File: src/rtl/parse_pkg.sv
// Shared constants and state type for the rejection-sampling parser.
package parse_pkg;

    localparam int                COEF_W         = 12;
    localparam logic [COEF_W-1:0] Q              = 12'hD01;
    localparam int                N_COEF_DEFAULT = 256;

    typedef enum logic [1:0] {
        IDLE = 2'd0,
        RUN  = 2'd1,
        DONE = 2'd2
    } state_e;

endpackage

File: src/rtl/parse_check.sv
// Single-candidate range check: a 12-bit candidate is accepted iff it is below Q.
module parse_check
    import parse_pkg::*;
(
    input  logic [COEF_W-1:0] cand_i,
    output logic              accept_o
);

    assign accept_o = (cand_i < Q);

endmodule

File: src/rtl/parse_ctrl.sv
// Rejection-sampling controller: splits 24-bit XOF words into two candidates and emits
// the accepted ones as an indexed coefficient stream. Optional stats: `PARSE_STATS_EN.
module parse_ctrl
    import parse_pkg::*;
#(
    parameter int N_COEF = N_COEF_DEFAULT
) (
    input  logic              clk,
    input  logic              rst,
    input  logic              start,
    input  logic [23:0]       in_data,
    input  logic              in_valid,
    output logic              in_ready,
    output logic [COEF_W-1:0] coef,
    output logic [7:0]        coef_idx,
    output logic              coef_valid,
    input  logic              coef_ready,
    output logic              busy,
    output logic              done
`ifdef PARSE_STATS_EN
    ,
    output logic [15:0]       reject_cnt
`endif
);

    localparam logic [7:0] LAST_IDX = 8'(N_COEF - 1);

    state_e            state_q, state_d;
    logic [1:0]        cnt_q, cnt_d;
    logic [COEF_W-1:0] buf0_q, buf0_d;
    logic [COEF_W-1:0] buf1_q, buf1_d;
    logic [7:0]        idx_q, idx_d;

    logic [COEF_W-1:0] d1, d2;
    logic              acc1, acc2;
    logic [1:0]        n_acc;
    logic              in_hs, out_hs;

    assign d1 = in_data[11:0];
    assign d2 = in_data[23:12];

    parse_check u_check_d1 (
        .cand_i   (d1),
        .accept_o (acc1)
    );

    parse_check u_check_d2 (
        .cand_i   (d2),
        .accept_o (acc2)
    );

    assign n_acc = 2'(acc1) + 2'(acc2);

    assign in_ready   = (state_q == RUN) && (cnt_q == 2'd0);
    assign coef_valid = (state_q == RUN) && (cnt_q != 2'd0);
    assign coef       = buf0_q;
    assign coef_idx   = idx_q;
    assign busy       = (state_q == RUN);
    assign done       = (state_q == DONE);

    assign in_hs  = in_valid && in_ready;
    assign out_hs = coef_valid && coef_ready;

`ifdef PARSE_STATS_EN
    logic [15:0] rej_q, rej_d;
    logic [1:0]  n_rej;

    function automatic logic [15:0] sat_add16(input logic [15:0] a, input logic [1:0] b);
        logic [16:0] s;
        s = {1'b0, a} + 17'(b);
        return s[16] ? 16'hFFFF : s[15:0];
    endfunction

    assign n_rej      = 2'd2 - n_acc;
    assign reject_cnt = rej_q;
`endif

    always_comb begin
        state_d = state_q;
        cnt_d   = cnt_q;
        buf0_d  = buf0_q;
        buf1_d  = buf1_q;
        idx_d   = idx_q;
`ifdef PARSE_STATS_EN
        rej_d   = rej_q;
`endif
        case (state_q)
            IDLE, DONE: begin
                if (start) begin
                    state_d = RUN;
                    cnt_d   = 2'd0;
                    buf0_d  = '0;
                    buf1_d  = '0;
                    idx_d   = '0;
`ifdef PARSE_STATS_EN
                    rej_d   = '0;
`endif
                end
            end
            RUN: begin
                // in_hs needs an empty buffer and out_hs a non-empty one, so they never coincide
                if (out_hs) begin
                    if (idx_q == LAST_IDX) begin
                        state_d = DONE;
                        cnt_d   = 2'd0;
                        buf0_d  = '0;
                        buf1_d  = '0;
                        idx_d   = '0;
                    end else begin
                        buf0_d = buf1_q;
                        buf1_d = '0;
                        cnt_d  = cnt_q - 2'd1;
                        idx_d  = idx_q + 8'd1;
                    end
                end else if (in_hs) begin
                    buf0_d = acc1 ? d1 : d2;
                    buf1_d = (acc1 && acc2) ? d2 : '0;
                    cnt_d  = n_acc;
`ifdef PARSE_STATS_EN
                    rej_d  = sat_add16(rej_q, n_rej);
`endif
                end
            end
            default: state_d = IDLE;
        endcase
    end

    always_ff @(posedge clk) begin
        if (rst) begin
            state_q <= IDLE;
            cnt_q   <= 2'd0;
            buf0_q  <= '0;
            buf1_q  <= '0;
            idx_q   <= '0;
`ifdef PARSE_STATS_EN
            rej_q   <= '0;
`endif
        end else begin
            state_q <= state_d;
            cnt_q   <= cnt_d;
            buf0_q  <= buf0_d;
            buf1_q  <= buf1_d;
            idx_q   <= idx_d;
`ifdef PARSE_STATS_EN
            rej_q   <= rej_d;
`endif
        end
    end

endmodule

File: config.mk
export PLATFORM = sky130hd
export DESIGN_NAME = parse_ctrl
export DESIGN_NICKNAME = d
export VERILOG_FILES = /design/src/rtl/parse_pkg.sv /design/src/rtl/parse_check.sv /design/src/rtl/parse_ctrl.sv
export SDC_FILE = /design/constraint.sdc
export NUM_CORES = 1
export LEC_CHECK = 0
export BUFFER_PORTS_ARGS = -buffer_cell sky130_fd_sc_hd__clkbuf_2
export CORE_ASPECT_RATIO = 1.1
export CORE_MARGIN = 2
export CORE_UTILIZATION = 50
export CTS_CLUSTER_DIAMETER = 40
export DETAILED_ROUTE_END_ITERATION = 16
export HOLD_SLACK_MARGIN = 0.05
export PLACE_DENSITY = 0.79
export SYNTH_ARGS = -nofsm -noshare
export SYNTH_HDL_FRONTEND = slang
export SYNTH_SLANG_ARGS = --single-unit
File: constraint.sdc
create_clock -name clk -period 2.64 [get_ports clk]
set_clock_uncertainty 0.1 [all_clocks]
set_input_delay 0 -clock clk [delete_from_list [all_inputs] [get_ports clk]]
set_output_delay 0 -clock clk [all_outputs]
set_load 0.1 [all_outputs]
==> impl_results.md <==
- WP buf/inv: 3
- Fmax: just under 0.4 GHz
- Yosys top cell by area: dfxtp_1
- HP Class: in2reg
- Clock slew at reported path FFs: 0.11 ns
- Root Driver: clkbuf_4
- Post-route ant nets: 0
- CTS buffer count: 5
- IO buf count: 52
- Mapped Cells: approximately 180
- # rows: 22
- Placed wire-length estimate: 2950 um
- Switching share of power: between 30% and 40%
- CTS max path bufs: 2
- Die W: approximately 59 um
- GRT Residual Overflow: 0
- Crit path from: in_data[6]
- Crit path capture type: flop
- Register area: between 700 and 800 um^2
- Slack of the critical path: 0.103 ns
- Via/cell ratio: 5.63
- Max incr delay on CP: between 0.5 and 0.6 ns
- Slowest CP cell: or4_4
- Pre-antenna DRT Iters: 5
- I/O pins: 53
- Status: finished, final reports clean
- Detailed Route WL: ~4700 um
- Clock Sinks: 36
- Core area: around 3300 um^2
- Filler Cell Count: ~250
- Synth area leaders: dfxtp_1, a22o_1, mux2i_1
- Max Fanout on Critical Path: 11
- Top Family by Delay on Critical Path: buffers and inverters
- Flip-flop and latch count after synthesis: 36
- Top cell type's share of synthesized area: between 40% and 50%
- Syn Nets: approximately 210
- Post-route minimum period: 2.54 ns
- Count of flip-flops with a built-in enable after synthesis: 0
- Gpl congestion: 0.865
- Most common cell after layout, fill and taps aside: clkbuf_2
- Worst-Margin Slew: between 0.5 and 0.6 ns
- Routed via count: 1678
- Number of global-route vias before repair: ~1700
- Synthesized area: around 1700 um^2
- Share of layout cells above drive strength 1: between 20 and 30%
- Tcrit/Tclk final: 96.1%
- R2R setup slack: about 0.22 ns
- Comb pwr share: a little over a fifth
- RSZ-0062 raised after global routing: false
- GRT Overall Usage: between 20% and 30%
- Critical R2R Capture: cnt_q[1]
- WS Path Type: in2reg
- Initial DRC Count: between 80 and 90
- H-Tree Level Count: 2
- Syn. warnings: 0
- # DRC: 0
- Clock Latency Late Sink: approximately 0.34 ns
- Sequential area share after synthesis: 42.9%
- DR WL/cell: 15.7 um
- CP arrival: roughly 2.7 ns
- Number of antenna diodes: 0
- Post-layout nets: between 200 and 300
- Endpoints failing setup: 0
- Reg2Reg Depth: 8
- Req. time, crit path: 2.83 ns
- Largest net degree at the start of global routing: 26
- Psw: between 0.0003 and 0.0004 W
- Final TNS setup: 0 ns
- Worst path cell trace: dlygate4sd3_1 -> clkbuf_2 -> or4_4 -> o2111ai_4 -> nand2_4 -> o31a_1 -> a211oi_2 -> dlygate4sd3_1
- Die area: 3840 um^2
- Commonest cells after routing, fill and taps aside: clkbuf_2, dfxtp_1, dlygate4sd3_1
- Asr flop ratio synth: 0%
- Final Max Tran Viols: 0
- Sequential Power Share: between 50% and 60%
- Layout area overhead: 38.0%
- Element type at the critical path start: primary input
- Max VDD drop: ~0.00029 V
- Post-place setup slack: about 0.59 ns
- First-pass GRT wire length: 7390 um
- Final Hold Fails: 0
- Starting Density: between 50% and 60%
- CP most frequent cell: dlygate4sd3_1
- Clock share of power: between 20 and 30%
- Critical Path Stages: 8
- Ys flop type: dfxtp_1
- Reg-to-reg startpoint: cnt_q[0]
- Die height: approximately 65 um
- Synth unique cells: ~40
- Mean Syn Cell Area: 9.45 um^2
- TritonCTS clock tree: built
- PwrDens: between 400 and 500 nW/um^2
- Initial antenna violation count: 0
- Max Cap Violations: 0
- Slew headroom: a little under two thirds
- End point of the critical path: cnt_q[1]
- Internal cell power: approximately 0.00077 W
- Area of the multi-input gates: between 900 and 1000 um^2
- Leakage: 0.982 nW
## flip-flops by register name, summed over array words and instances, names as in the netlist
| register | cells |
|---|---|
| cnt_q | 2 |
| coef | 12 |
| coef_idx | 8 |
| state_q | 2 |
| buf1_q | 12 |
## area by class of cell
class                      instances  share of cell area [%]
multi-input combinational        129                    39.1
sequential                        36                    31.1
timing repair buffer              83                    24.3
clock buffer                       6                    2.21
tap                               36                    1.94
inverter                           6                   0.970
clock inverter                     2                   0.431
## layer usage
layer	wire [um]	share of wire [%]	GRT usage (%)
met1	1990	43	29.9
met2	2280	49	42.3
met3	259	5.5	6.39
met4	152	3.2	13.6
met5	0	0	0
## power groups by stage
stage          Clock, W  Sequential, W  Combinational (W)
2_1_floorplan         0       0.000626          0.0000994
3_3_place_gp          0       0.000578           0.000206
3_5_place_dp          0       0.000578           0.000206
4_1_cts        0.000316       0.000566           0.000236
5_1_grt        0.000346       0.000568           0.000255
6_report       0.000308       0.000566           0.000241
## timing repair
item,CTS,global route
buffers inserted,0,0
endpoints found under the hold margin,29,0
setup endpoints to repair,0,1
hold buffers,28,0
resized for setup,0,1
## how the worst min path moves through the flow
stage / startpoint / cells after the start / slack (ns) / to
final: in_data[9] / 5 / 0.09 / coef[9]
after global routing: in_data[9] / 5 / 0.09 / coef[9]
after CTS: in_data[9] / 5 / 0.07 / coef[9]
after detailed placement: in_data[14] / 2 / 0.16 / buf1_q[2]
after global placement: in_data[14] / 2 / 0.15 / buf1_q[2]
after floorplan: in_data[12] / 1 / 0.03 / buf1_q[0]
## worst register-to-register path, stage by stage (launching register included)
cell and delay [ns]:
dfxtp_1 0.36, inv_1 0.05, ha_1 0.24, and4bb_2 0.39
o21ai_1 0.17, o22a_1 0.24, o31a_1 0.11, a211oi_2 0.18
dlygate4sd3_1 0.56
## synthesized netlist by cell type (5+ instances only)
| cell type | n |
|---|---|
| a22oi_1 | 11 |
| mux2i_1 | 10 |
| nor2_1 | 16 |
| a21oi_1 | 5 |
| nand2_1 | 10 |
| inv_1 | 6 |
| nand2b_1 | 5 |
| clkbuf_1 | 5 |
| dfxtp_1 | 36 |
| nor3_1 | 5 |
| a22o_1 | 14 |
| o21ai_0 | 14 |
## metrics by stage
stage,util [%],total power (W),instance area (um^2),hold WS (ns),cells
floorplan,-,0.000725,1680,0.0257,178
global placement,60.4,0.000783,1980,0.152,262
detailed placement,60.4,0.000784,1980,0.155,262
CTS,70.9,0.00112,2320,0.0676,298
global route,70.9,0.00117,2320,0.0878,298
finish,70.9,0.00112,2320,0.0860,298
## cells by family after synthesis
logic type	Yosys count	synth area share, %
DFF	36	42.9
AOI/OAI and AO/OA	56	25.1
xor gates and xnor gates	6	3.12
buffers and inverters	13	3.42
muxes	10	5.95
and+or+nand+nor	55	18.0
adders and majority gates	2	1.49
No activity file was read; power rests on OpenSTA's default activity.
